**src/rtl/network_if_pkg.sv**
```systemverilog
// Shared layout of the packed network-interface word: field offsets and counter widths.
// Word fields, LSB to MSB: flit, flit type, broadcast, virtual network id.
// No logic; constants and helper functions only.
package network_if_pkg;

    localparam int DefaultFlitWidth      = 64;
    localparam int DefaultFlitTypeWidth  = 2;
    localparam int DefaultBroadcastWidth = 1;
    localparam int DefaultVnIdWidth      = 2;
    localparam int DropCountWidth        = 16;

    function automatic int flit_type_lsb(input int flit_w);
        return flit_w;
    endfunction

    function automatic int broadcast_lsb(input int flit_w, input int type_w);
        return flit_w + type_w;
    endfunction

    function automatic int vn_id_lsb(input int flit_w, input int type_w, input int bcast_w);
        return flit_w + type_w + bcast_w;
    endfunction

    function automatic int field_msb(input int lsb, input int width);
        return lsb + width - 1;
    endfunction

    function automatic int data_width(input int flit_w, input int type_w,
                                      input int bcast_w, input int vn_w);
        return flit_w + type_w + bcast_w + vn_w;
    endfunction

endpackage

```
**src/rtl/network_vn_fifo.sv**
```systemverilog
// Generic synchronous circular-buffer FIFO with occupancy count.
// Latency: a push is visible at data_o the cycle after the edge that wrote it.
// Backpressure: pushes while full and pops while empty are ignored; full is registered-state only.
module network_vn_fifo #(
    parameter int Width      = 8,
    parameter int Depth      = 4,
    parameter int CountWidth = $clog2(Depth + 1)
) (
    input  logic                  clk_i,
    input  logic                  rst_i,
    input  logic                  push_i,
    input  logic [Width-1:0]      data_i,
    input  logic                  pop_i,
    output logic [Width-1:0]      data_o,
    output logic                  full_o,
    output logic [CountWidth-1:0] count_o
);

    localparam int PtrWidth = $clog2(Depth);
    localparam logic [PtrWidth-1:0] LastPtr = PtrWidth'(Depth - 1);

    logic [Width-1:0]      mem [Depth];
    logic [PtrWidth-1:0]   wr_ptr;
    logic [PtrWidth-1:0]   rd_ptr;
    logic [CountWidth-1:0] count;
    logic                  do_push;
    logic                  do_pop;

    assign full_o  = (count == CountWidth'(Depth));
    assign count_o = count;
    assign data_o  = mem[rd_ptr];
    assign do_push = push_i && !full_o;
    assign do_pop  = pop_i && (count != '0);

    always_ff @(posedge clk_i) begin
        if (rst_i) begin
            wr_ptr <= '0;
            rd_ptr <= '0;
            count  <= '0;
        end else begin
            if (do_push) wr_ptr <= (wr_ptr == LastPtr) ? '0 : wr_ptr + 1'b1;
            if (do_pop)  rd_ptr <= (rd_ptr == LastPtr) ? '0 : rd_ptr + 1'b1;
            case ({do_push, do_pop})
                2'b10:   count <= count + 1'b1;
                2'b01:   count <= count - 1'b1;
                default: count <= count;
            endcase
        end
    end

    // Storage is deliberately left out of reset; count gates its visibility.
    always_ff @(posedge clk_i) begin
        if (do_push) mem[wr_ptr] <= data_i;
    end

endmodule

```
**src/rtl/network_signal_vn_unpacker.sv**
```systemverilog
// Splits the packed ingress word into one FIFO per virtual network; illegal ids are dropped and counted.
// Latency: one cycle from accept to per-VN valid; no combinational input-to-output path.
// Backpressure: ready follows only the addressed VN's registered full flag, so VNs never block each other.
module network_signal_vn_unpacker
    import network_if_pkg::*;
#(
    parameter int NetworkIfFlitWidth             = DefaultFlitWidth,
    parameter int NetworkIfFlitTypeWidth         = DefaultFlitTypeWidth,
    parameter int NetworkIfBroadcastWidth        = DefaultBroadcastWidth,
    parameter int NetworkIfVirtualNetworkIdWidth = DefaultVnIdWidth,
    parameter int NumVirtualNetworks             = 3,
    parameter int FifoDepth                      = 4,
    localparam int NetworkIfDataWidth = data_width(NetworkIfFlitWidth, NetworkIfFlitTypeWidth,
                                                   NetworkIfBroadcastWidth,
                                                   NetworkIfVirtualNetworkIdWidth),
    localparam int CountWidth = $clog2(FifoDepth + 1)
) (
    input  logic                                             clk_i,
    input  logic                                             rst_i,
    input  logic                                             network_valid_i,
    output logic                                             network_ready_o,
    input  logic [NetworkIfDataWidth-1:0]                    network_data_i,
    output logic [NumVirtualNetworks-1:0]                    network_valid_o,
    input  logic [NumVirtualNetworks-1:0]                    network_ready_i,
    output logic [NumVirtualNetworks*NetworkIfFlitWidth-1:0] network_flit_o,
    output logic [NumVirtualNetworks*NetworkIfFlitTypeWidth-1:0]  network_flit_type_o,
    output logic [NumVirtualNetworks*NetworkIfBroadcastWidth-1:0] network_broadcast_o,
    output logic [NumVirtualNetworks*CountWidth-1:0]         network_occupancy_o,
    output logic                                             network_vn_error_o,
    output logic [DropCountWidth-1:0]                        network_drop_count_o
);

    localparam int VnW       = NetworkIfVirtualNetworkIdWidth;
    localparam int TypeLsb   = flit_type_lsb(NetworkIfFlitWidth);
    localparam int BcastLsb  = broadcast_lsb(NetworkIfFlitWidth, NetworkIfFlitTypeWidth);
    localparam int VnLsb     = vn_id_lsb(NetworkIfFlitWidth, NetworkIfFlitTypeWidth,
                                         NetworkIfBroadcastWidth);
    localparam int VnMsb     = field_msb(VnLsb, VnW);
    localparam int PayloadW  = VnLsb;

    logic [VnW-1:0]                vn;
    logic                          vn_legal;
    logic                          sel_full;
    logic                          accept;
    logic                          drop;
    logic [NumVirtualNetworks-1:0] full;
    logic [NumVirtualNetworks-1:0] push;
    logic [NumVirtualNetworks-1:0] pop;
    logic                          vn_error;
    logic [DropCountWidth-1:0]     drop_count;

    assign vn       = network_data_i[VnMsb:VnLsb];
    assign vn_legal = ({1'b0, vn} < (VnW + 1)'(NumVirtualNetworks));

    always_comb begin
        sel_full = 1'b0;
        for (int k = 0; k < NumVirtualNetworks; k++) begin
            if (vn == VnW'(k)) sel_full = full[k];
        end
    end

    // Illegal ids are always accepted so a bad word can never wedge the ingress.
    assign network_ready_o = vn_legal ? !sel_full : 1'b1;
    assign accept          = network_valid_i && network_ready_o;
    assign drop            = accept && !vn_legal;

    for (genvar k = 0; k < NumVirtualNetworks; k++) begin : g_vn
        logic [PayloadW-1:0]   head;
        logic [CountWidth-1:0] count;

        assign push[k] = accept && (vn == VnW'(k));
        assign pop[k]  = network_valid_o[k] && network_ready_i[k];

        network_vn_fifo #(
            .Width      (PayloadW),
            .Depth      (FifoDepth),
            .CountWidth (CountWidth)
        ) u_fifo (
            .clk_i   (clk_i),
            .rst_i   (rst_i),
            .push_i  (push[k]),
            .data_i  (network_data_i[PayloadW-1:0]),
            .pop_i   (pop[k]),
            .data_o  (head),
            .full_o  (full[k]),
            .count_o (count)
        );

        assign network_valid_o[k] = (count != '0);
        assign network_occupancy_o[k*CountWidth +: CountWidth] = count;
        assign network_flit_o[k*NetworkIfFlitWidth +: NetworkIfFlitWidth] =
            head[NetworkIfFlitWidth-1:0];
        assign network_flit_type_o[k*NetworkIfFlitTypeWidth +: NetworkIfFlitTypeWidth] =
            head[TypeLsb +: NetworkIfFlitTypeWidth];
        assign network_broadcast_o[k*NetworkIfBroadcastWidth +: NetworkIfBroadcastWidth] =
            head[BcastLsb +: NetworkIfBroadcastWidth];
    end

    always_ff @(posedge clk_i) begin
        if (rst_i) begin
            vn_error   <= 1'b0;
            drop_count <= '0;
        end else if (drop) begin
            vn_error <= 1'b1;
            if (drop_count != '1) drop_count <= drop_count + 1'b1;
        end
    end

    assign network_vn_error_o   = vn_error;
    assign network_drop_count_o = drop_count;

endmodule

```
**config.mk**
```make
export PLATFORM = sky130hd
export DESIGN_NAME = network_signal_vn_unpacker
export DESIGN_NICKNAME = d
export VERILOG_FILES = /design/src/rtl/network_if_pkg.sv /design/src/rtl/network_vn_fifo.sv /design/src/rtl/network_signal_vn_unpacker.sv
export SDC_FILE = /design/constraint.sdc
export NUM_CORES = 1
export LEC_CHECK = 0
export CAP_MARGIN = 5
export CELL_PAD_IN_SITES_DETAIL_PLACEMENT = 1
export CELL_PAD_IN_SITES_GLOBAL_PLACEMENT = 2
export CORE_MARGIN = 2
export CORE_UTILIZATION = 45
export DETAILED_ROUTE_END_ITERATION = 8
export PLACE_DENSITY_LB_ADDON = 0.25
export SYNTH_ARGS = -nofsm -noshare
export SYNTH_HDL_FRONTEND = slang
export SYNTH_SLANG_ARGS = --single-unit
```
**constraint.sdc**
```tcl
create_clock -name clk_i -period 6.95 [get_ports clk_i]
set_input_delay 0.695 -clock clk_i [delete_from_list [all_inputs] [get_ports clk_i]]
set_output_delay 0.695 -clock clk_i [all_outputs]
set_load 0.02 [all_outputs]
```
# Yosys cells after proc, flatten, opt, wreduce, memory -nomap -nowiden
# Memory sizes are Yosys's and may differ from the RTL's. A register that Yosys moved wholly into a read port is not among the register bits.
# Cells that the tools add are included.
[op_classes]
reduce_logical = 27
muxes = 25
n_lt_le_gt_ge = 1
n_eq_ne = 18
n_addsub = 13
[op_table]
columns = ["cell", "n"]
rows = [
  ["2-to-1 mux 2 bit", 12],
  ["equality test 2 bit (second input constant)", 10],
  ["case mux 3 bit (2 select lines)", 3],
  ["adder 16 x 1 -> 16 bit (second input constant)", 1],
  ["inequality test 16 bit (second input constant)", 1],
  ["logical AND 1 bit", 14],
  ["adder 2 x 1 -> 2 bit (second input constant)", 6],
  ["2-to-1 mux 1 bit", 10],
  ["adder 3 x 1 -> 3 bit (second input constant)", 3],
  ["equality test 3 bit (second input constant)", 3],
  ["nonzero test 3 bit", 3],
  ["subtractor 3 x 1 -> 3 bit (second input constant)", 3],
  ["equality test 2 x 1 -> 1 bit (second input constant)", 4],
  ["nonzero test 2 bit", 3],
  ["logical NOT 1 bit", 5],
  ["logical NOT 2 bit", 1],
  ["less-than comparator 2 bit (second input constant)", 1],
  ["AND reduction 2 bit", 1],
]
[word_totals]
word_cells = 98
ram_bits = 804
out_inout_bits = 231
n_memories = 3
reg_bits = 38
[mem_list]
columns = ["name", "words", "width", "read_ports", "rd_ports_with_merged_regs", "wr", "line", "text"]
rows = [
  ["g_vn[0].u_fifo.mem", 4, 67, 1, 1, 1, "network_vn_fifo.sv:22", "logic [Width-1:0] mem [Depth];"],
  ["g_vn[1].u_fifo.mem", 4, 67, 1, 1, 1, "network_vn_fifo.sv:22", ""],
  ["g_vn[2].u_fifo.mem", 4, 67, 1, 1, 1, "network_vn_fifo.sv:22", ""],
]

# Logic depth before layout (Yosys ltp)
# Gate-level depths: netlist of the first run.
[depth]
depth_word = 11
depth_mapped = 9

# Cells and area by module
# Synthesis of the first run repeated with hierarchy kept, for this count alone.
[unflattened]
cells_unflattened = 1328
area_unflattened_um2 = 31540.2
[by_module_without_submodules]
columns = ["module", "instances", "cells_each", "area_per_inst_um2"]
rows = [
  ["network_vn_fifo", 3, 403, 10184.8],
  ["network_signal_vn_unpacker", 1, 119, 985.9],
]

# Least setup slack after synthesis of the first run
# OpenSTA, ideal clock, no wires.
[synth_path]
path_type = "input to register"
startpoint = "in network_valid_i"
endpoint = "mem g_vn[2].u_fifo.mem[0][0] in the netlist's numbering, enable pin"
path_slack_ps = 3568
arrival_ps = 2949
stages = 3
required_time_ps = 6518
cell_sequence = "nand2_1 a211oi_1 and2_1"
[synth_via]
elab_chain_cells = 5
[synth_lines]
columns = ["item", "line", "text"]
rows = [
  ["start: declaration", "network_signal_vn_unpacker.sv:20", "input logic network_valid_i,"],
  ["logical AND 1 bit", "network_signal_vn_unpacker.sv:64", "assign accept = network_valid_i && network_ready_o;"],
  ["logical AND 1 bit", "network_signal_vn_unpacker.sv:71", "assign push[k] = accept && (vn == VnW'(k));"],
  ["logical AND 1 bit", "network_vn_fifo.sv:32", "assign do_push = push_i && !full_o;"],
  ["2-to-1 mux 1 bit", "network_vn_fifo.sv:53", "if (do_push) mem[wr_ptr] <= data_i;"],
  ["2-to-1 mux 1 bit (not written as such)", "network_vn_fifo.sv:53", ""],
  ["end: declaration", "network_vn_fifo.sv:22", ""],
]
# No other way between the ends.

==> impl_metrics.yaml, run 1 <==
run_status:
  status: "finished clean"
sta:
  max_freq_mhz: 233
  min_period_over_period: 0.616
  drv_slew: 0
  grt_setup_unrepaired: "no"
  finalSetupTns_ps: 0
  setup_viol: 0
  tightest_slew_ps: 1280
  layout_min_cycle_time_ps: 4280
  skew_ps: 30.2
  finalHoldViolCount: 0
  slew_headroom: 0.143
final_layout:
  regArea_um2: 25000
  fin_cells: 2681
  drive_gt1_frac: 0.208
  final_nets: 1776
  num-fill-cells: 5832
  syn2layout_area_growth_pct: 22.1
  diodes: 0
  multi_input_area_um2: 5910
pwr:
  ir_drop_mv: 0.211
  cellPowerDensity_nw_per_um2: 330
  power_leakage_nw: 11.8
floorplanning:
  core-area_um2: 68600
  dieArea_um2: 71500
  die_w_um: 267
  initial_core_util: 0.455
  std_cell_rows: 96
  num_io_pins: 306
  die_h_um: 267
route:
  wl_per_cell_um: 28.2
  wirelength_um: 75700
  drt-vias-per-instance: 5.54
  drt_iter0_markers: 1085
  num_vias: 14848
  first_pass_iters: 5
  drtAntennaViolNets: 0
  remaining_drc_errors: 0
logic_synthesis:
  synth_xor_area_frac: 0.00168
  syn_area_um2: 31200
  yosysMostFrequentCell: "edfxtp_1"
  ys_seq_elements: 848
  ys_types: 47
  synth_cells: 1321
  syn_area_per_cell_um2: 23.6
  syn_nets: 1418
  ys_top_cells_by_area: "edfxtp_1 (77%), mux4_2 (14%), dfxtp_1 (2.8%)"
  synth_enable_flop_cells: 804
  synth_top_area_share: 0.773
  synthTopCellsByCount: "edfxtp_1 (804), mux4_2 (201), dfxtp_1 (44)"
  yosys.area.top_type: "edfxtp_1"
  synth-seq-area-share: 0.801
  synth_top_family_by_area: "multiplexers"
  synthAdderAreaFrac: 0.00954
  synth_compound_area_frac: 0.00729
  synth-async-reset-ratio: 0
  synth_flop_cell: "edfxtp_1"
  synth_mux_area_frac: 0.148
  synth-simple-area-share: 0.0215
  synth_warnings: 0
worst_setup_path:
  end_kind: "output port"
  r2r_setup_slack_ps: 3810
  worstReg2RegEnd: "g_vn[0].u_fifo.mem[2][14]"
  cp.arrival_ps: 3590
  cp.required_ps: 6250
  worstReg2RegStart: "g_vn[0].u_fifo.count_o[2]"
  crit_type: "register to output port"
  start_kind: "register"
  critPathMaxFanout: 40
  endpoint: "network_broadcast_o[2]"
  ff2ff_path_depth: 4
place:
  port_buffers: 305
  placed_cells: 2520
  place.gp.congestion: 0.724
  dp_hpwl_um: 43500
clock_tree:
  cts_tree: "built"
  ctsHoldBuffers: 0
  cts_resized: 0
  post_cts_buffers: 0
  clock_latency_ps: 640
  cts_buffers: 88
  cts_buffer_depth: 3
  cts_num_sinks: 848
  cts-root-buf: "clkbuf_16"
  cts.reportedPaths.clkPinSlew_ps: 50
  cts_max_level: 3
grt:
  grt_max_degree: 68
  grt_usage: 0.215
  grt_overflow: 0
  grt_pass1_vias: 16172
  antenna_found_initial: 1
  grt_pass1_wl_um: 110000
run:
  max-cap-violations: 0
hold_path:
  hold_class: "register to register"
==> layout by cell type, fill, tap and decap left out, types with 12 or more instances in the layout <==
master           synthesis  routed
ha_1                    19      19
mux4_2                 201     201
a21oi_1                 21      21
clkbuf_16                0      90
or3_1                   13      13
clkbuf_1                11      19
edfxtp_1               804     804
buf_4                    0      13
dfxtp_1                 44      38
nor2_1                  33      33
and2_4                   0      12
clkinv_2                 0      15
clkdlybuf4s50_1          0     304
inv_1                   24      24
clkinv_1                 0      20
nand2_1                 17      17
==> through the flow <==
step	utilization	setup WS [ps]	total power, mW	hold WS [ps]	area, um^2
2_1_floorplan	-	3570	7.14	454	31200
3_3_place_gp	0.515	3000	8.16	456	35400
6_report	0.556	2670	12.6	465	38100
4_1_cts	0.556	2500	12.7	472	38100
5_1_grt	0.556	2370	13.0	500	38100
3_5_place_dp	0.515	2910	8.19	459	35400
==> area by class of cell <==
| cell class | count | area share |
|---|---|---|
| multi-input combinational | 399 | 0.155 |
| inverter | 24 | 0.00236 |
| clock inverter | 52 | 0.0120 |
| sequential | 848 | 0.657 |
| timing repair buffer | 318 | 0.0825 |
| clock buffer | 109 | 0.0609 |
| tap | 931 | 0.0305 |
==> kinds of logic (layout without fill, tap and decap cells) <==
group | after synthesis | count (layout)
flip-flops | 848 | 848
XOR/XNOR | 6 | 6
AND/OR/NAND/NOR | 121 | 121
multiplexers | 211 | 211
adder cells (fa/ha/maj) | 22 | 22
AO/OA/AOI/OAI | 39 | 39
buffers and inverters | 74 | 503
==> power breakdown <==
part / internal [mW] / switching, mW
clock: 2.60 / 1.93
combinational: 1.07 / 1.10
sequential: 5.69 / 0.171
total: 9.36 / 3.20
==> flip-flops by register name (all words and copies together) (netlist names), named ones only <==
name	cells
g_vn.u_fifo.mem	804
network_drop_count_o	16
g_vn.u_fifo.count_o	9
g_vn.u_fifo.rd_ptr	6
g_vn.u_fifo.wr_ptr	6
network_vn_error_o	1
==> critical path, stage by stage (launching register included) <==
cell	delay, ps
dfxtp_4	970
buf_4	700
mux4_2	600
clkdlybuf4s50_1	640
==> worst min path at each step <==
stage,startpoint,endpoint,slack [ps],cells after the start
finish,network_vn_error_o,network_vn_error_o,470,2
global route,g_vn[0].u_fifo.rd_ptr[1],register,500,2
CTS,network_vn_error_o,network_vn_error_o,470,2
detailed placement,network_vn_error_o,network_vn_error_o,460,2
global placement,network_vn_error_o,network_vn_error_o,460,2
floorplan,g_vn[2].u_fifo.rd_ptr[1],register,450,2
==> per-layer routing <==
| layer | GRT usage | vias up | share of wire | wire length, um |
|---|---|---|---|---|
| li1 | - | 6278 | - | - |
| met2 | 0.363 | 446 | 0.51 | 38400 |
| met5 | 0 | - | 0.00017 | 13 |
| met3 | 0.0461 | 83 | 0.060 | 4550 |
| met1 | 0.287 | 8039 | 0.42 | 31500 |
| met4 | 0.0554 | 2 | 0.017 | 1260 |
No activity file was read; power rests on OpenSTA's default activity.
==> inputs of run 2 (changes only) <==
--- a/config.mk
+++ b/config.mk
@@ -9,7 +9,7 @@
 export CELL_PAD_IN_SITES_DETAIL_PLACEMENT = 1
 export CELL_PAD_IN_SITES_GLOBAL_PLACEMENT = 2
 export CORE_MARGIN = 2
-export CORE_UTILIZATION = 45
+export CORE_UTILIZATION = 40
 export DETAILED_ROUTE_END_ITERATION = 8
 export PLACE_DENSITY_LB_ADDON = 0.25
 export SYNTH_ARGS = -nofsm -noshare
==> constraint.sdc (replaced) <==
create_clock -name clk_i -period 3.65 [get_ports clk_i]
set_input_delay 0.365 -clock clk_i [delete_from_list [all_inputs] [get_ports clk_i]]
set_output_delay 0.365 -clock clk_i [all_outputs]
set_load 0.02 [all_outputs]
==> run 2 against run 1 <==
Setup slack lost 2200 ps. Global-route usage shrank 3.0 points. Design area grew 1.8%. Sequential cell count is the same. Non-clock buffer count grew 20. Wire length shrank 2.8%. Register-to-register slack lost 2500 ps. Largest cell class unchanged. Highest routed layer unchanged.
==> impl_metrics.yaml, run 2 (synthesis gave the netlist of run 1 again) <==
route:
  drtAntennaViolNets: 0
  wirelength_um: 73600
  num_vias: 14748
  remaining_drc_errors: 0
  wl_met3_um: 4020
  routed.top_layer: "met5"
  wl_per_cell_um: 26.1
  wl_met2_um: 37400
  drt_iter0_markers: 983
  m1WireLength_um: 30900
  drt-vias-per-instance: 5.24
  first_pass_iters: 5
sta:
  setup_viol: 0
  max_freq_mhz: 312
  grt_setup_unrepaired: "no"
  min_period_over_period: 0.879
  hold-worst-slack_ps: 373
  finalHoldViolCount: 0
  tightest_slew_ps: 771
  slew_headroom: 0.486
  layout_min_cycle_time_ps: 3210
  skew_ps: 20.0
  drv_slew: 0
  finalSetupTns_ps: 0
place:
  port_buffers: 305
  dp_hpwl_um: 44100
  place.gp.congestion: 0.737
  postPlaceCellArea_um2: 35900
worst_setup_path:
  cp.arrival_ps: 2840
  critPathMaxStageDelay_ps: 670
  crit_chain: "buf_12 > mux4_2 > clkdlybuf4s50_1"
  end_kind: "output port"
  cp.required_ps: 3280
  crit_type: "register to output port"
  start_kind: "register"
  critPathSlowestCell: "dfxtp_4"
  critPathMaxFanout: 24
  path_buf_inv: 2
  cpLargestDelayFamily: "buffers and inverters"
floorplanning:
  num_io_pins: 306
  std_cell_rows: 102
  dieArea_um2: 80300
  initial_core_util: 0.404
  die_w_um: 283
  die_h_um: 283
  core-area_um2: 77300
hold_path:
  hold_class: "primary input to register"
clock_tree:
  ctsHoldBuffers: 0
  cts_num_sinks: 848
  cts_buffers: 91
  cts_resized: 0
  cts_max_level: 3
  cts_tree: "built"
  post_cts_buffers: 0
  cts.reportedPaths.clkPinSlew_ps: 60
  cts-root-buf: "clkbuf_16"
  clock_latency_ps: 640
  cts_buffer_depth: 3
grt:
  grt_max_degree: 68
  antenna_found_initial: 3
  grt_pass1_wl_um: 109000
  grt_overflow: 0
  grt_usage: 0.185
  grt_pass1_vias: 16115
final_layout:
  largest-register: "g_vn.u_fifo.mem"
  num-fill-cells: 6861
  drive_gt1_frac: 0.221
  diodes: 0
  stdcell_area_um2: 38800
  syn2layout_area_growth_pct: 24.4
  final_nets: 1799
  largest_reg_flops: 804
  layout_common_cells: "edfxtp_1 (804), clkdlybuf4s50_1 (305), mux4_2 (201)"
  mostFrequentLayoutCell: "edfxtp_1"
  utilization: 0.502
pwr:
  power_leakage_nw: 12.0
  ir_drop_mv: 0.321
  cellPowerDensity_nw_per_um2: 629
run:
  max-cap-violations: 0
run_status:
  status: "finished clean"
==> run 2: layout make-up <==
cell class              count  area, um^2  area share
clock buffers             107        2380      0.0613
repair buffers            338        3530      0.0908
flip-flops and latches    848       25000       0.645
clock inverters            60         587      0.0151
inverters                  24        90.1     0.00232
multi-input cells         399        5910       0.152
well taps                1040        1300      0.0335
==> run 2: worst min-delay path: stages <==
cell	delay (ps)
clkdlybuf4s50_1	430
nand3_1	80
a21oi_1	70
==> run 2: final timing paths <==
kind	startpoint	to	slack, ps	depth (start not counted)
min	network_ready_i[1]	register	370	3
min reg2reg	network_vn_error_o	network_vn_error_o	470	2
max reg2reg	g_vn[1].u_fifo.count_o[2]	g_vn[1].u_fifo.count_o[2]	1320	10
max	register	network_flit_o[89]	440	3
==> run 2: report_power, final <==
group	switching (mW)	internal, mW
Combinational	2.20	2.11
Clock	3.72	5.38
Sequential	0.209	10.8
Total	6.12	18.3
==> run 2: per-stage QoR <==
stage	cells	power (mW)	setup WS, ps
after floorplan	1321	13.6	391
after global placement	2649	15.6	769
after detailed placement	2649	15.7	769
after CTS	2816	24.8	334
after global routing	2816	25.3	266
final	2816	24.4	443
==> run 2: layer usage <==
metal  global-route usage  up-vias
met5                    0        -
met4               0.0410        4
met3               0.0407       90
met2                0.313      421
met1                0.248     7908
li1                     -     6325
==> inputs of run 3 (changes only) <==
--- a/config.mk
+++ b/config.mk
@@ -9,7 +9,7 @@
 export CELL_PAD_IN_SITES_DETAIL_PLACEMENT = 1
 export CELL_PAD_IN_SITES_GLOBAL_PLACEMENT = 2
 export CORE_MARGIN = 2
-export CORE_UTILIZATION = 40
+export CORE_UTILIZATION = 35
 export DETAILED_ROUTE_END_ITERATION = 8
 export PLACE_DENSITY_LB_ADDON = 0.25
 export SYNTH_ARGS = -nofsm -noshare
==> constraint.sdc (replaced) <==
create_clock -name clk_i -period 2.87 [get_ports clk_i]
set_input_delay 0.287 -clock clk_i [delete_from_list [all_inputs] [get_ports clk_i]]
set_output_delay 0.287 -clock clk_i [all_outputs]
set_load 0.02 [all_outputs]
==> run 3 against run 2 <==
Via count is 0.42% lower. Die area up 14%. Power up 25%. Critical endpoint is now network_flit_o[42].
==> impl_metrics.yaml, run 3 (synthesis gave the netlist of run 1 again) <==
run_status:
  status: "finished clean"
route:
  num_vias: 14686
  wirelength_um: 75600
  first_pass_iters: 4
  drt-vias-per-instance: 4.95
  drt_iter0_markers: 821
  remaining_drc_errors: 0
  drtAntennaViolNets: 0
  wl_per_cell_um: 25.5
floorplanning:
  dieArea_um2: 91600
  die_h_um: 303
  std_cell_rows: 109
  initial_core_util: 0.353
  core-area_um2: 88400
  num_io_pins: 306
  die_w_um: 303
final_layout:
  syn2layout_area_growth_pct: 25.9
  largest-register: "g_vn.u_fifo.mem"
  layout_common_cells: "edfxtp_1 (804), clkdlybuf4s50_1 (211), mux4_2 (201)"
  largest_reg_flops: 804
  mostFrequentLayoutCell: "edfxtp_1"
  stdcell_area_um2: 39300
  utilization: 0.445
  drive_gt1_frac: 0.229
  fin_cells: 2965
  final_nets: 1828
sta:
  finalHoldViolCount: 0
  hold-worst-slack_ps: 313
  max_freq_mhz: 359
  tightest_slew_ps: 699
  slew_headroom: 0.530
  layout_setup_ws_ps: 87.1
  layout_min_cycle_time_ps: 2780
  finalSetupTns_ps: 0
  setup_viol: 0
  grt_setup_unrepaired: "no"
  drv_slew: 0
  skew_ps: 33.9
  min_period_over_period: 0.970
clock_tree:
  cts_buffers: 89
  cts-root-buf: "clkbuf_16"
  cts_num_sinks: 848
  cts_buffer_depth: 3
  clock_latency_ps: 640
  cts_tree: "built"
  cts.reportedPaths.clkPinSlew_ps: 60
  cts_max_level: 3
grt:
  grt_pass1_vias: 16108
  grt_pass1_wl_um: 111000
  grt_max_degree: 68
  grt_overflow: 0
  antenna_found_initial: 4
  grt_usage: 0.167
hold_path:
  min_from: "network_ready_i[2]"
  hold_class: "primary input to register"
  holdPathStages: 3
place:
  port_buffers: 305
  place_ws_ps: 326
  dp_hpwl_um: 46100
  postPlaceCellArea_um2: 36400
  placed_cells: 2788
  place.gp.congestion: 0.716
pwr:
  ir_drop_mv: 0.422
  cellPowerDensity_nw_per_um2: 778
  power.total_mw: 30.6
  power_leakage_nw: 12.4
worst_setup_path:
  crit_chain: "buf_12 > bufbuf_16 > mux4_2 > clkdlybuf4s50_1"
  critPathMaxFanout: 10
  r2r_setup_slack_ps: 610
  worstReg2RegStart: "g_vn[0].u_fifo.count_o[2]"
  path_buf_inv: 3
  start_kind: "register"
  crit_type: "register to output port"
  cp.arrival_ps: 2500
  cpLargestDelayFamily: "buffers and inverters"
  cp.required_ps: 2580
  worstReg2RegEnd: "g_vn[0].u_fifo.count_o[2]"
  critPathSlowestCell: "clkdlybuf4s50_1"
  end_kind: "output port"
  critPathMaxStageDelay_ps: 550
  ff2ff_path_depth: 9
run:
  max-cap-violations: 0
==> run 3: timing repair <==
action	in CTS	in global routing
buffers inserted	9	5
cloned	3	0
gates resized for setup	84	15
hold buffers	0	0
endpoints found under the setup margin	156	26
==> run 3: worst max path at each step <==
stage / depth (start not counted) / end / slack (ps) / startpoint
finish: 4 / network_flit_o[42] / 90 / register
global route: 4 / network_flit_o[110] / 0.4 / register
CTS: 3 / network_flit_o[173] / 0.1 / register
detailed placement: 6 / g_vn[1].u_fifo.mem[3][17] / 330 / network_data_i[67]
global placement: 5 / g_vn[0].u_fifo.mem[0][17] / 330 / network_data_i[68]
floorplan: 3 / g_vn[2].u_fifo.mem[3][0] / 310 / g_vn[2].u_fifo.count_o[0]
==> run 3: worst reg2reg max path, stage by stage (launching register included) <==
cell     delay, ps
dfxtp_1        380
nor3b_1        380
nor4b_2        140
inv_1           80
ha_1           180
inv_1           60
fa_1           370
xor2_1         170
or3_1          310
a21oi_1        130
==> run 3: metal layers <==
| layer | GRT usage | part of all wire | vias to the layer above |
|---|---|---|---|
| li1 | - | - | 6383 |
| met1 | 0.217 | 0.42 | 7897 |
| met2 | 0.287 | 0.51 | 322 |
| met3 | 0.0378 | 0.052 | 78 |
| met4 | 0.0337 | 0.012 | 6 |
| met5 | 0 | 0.00046 | - |
==> run 3: final cells by class <==
class                      instances  area, um^2
timing repair buffer             369        4040
antenna                            2        5.00
sequential                       848       25000
clock inverter                    49         410
fill                            8160       49100
inverter                          24        90.1
tap                             1165        1460
clock buffer                     109        2340
multi-input combinational        399        5910
==> run 3: power breakdown <==
group	internal, mW	switching (mW)
clock	6.19	4.71
sequential	13.8	0.134
combinational	2.80	2.99
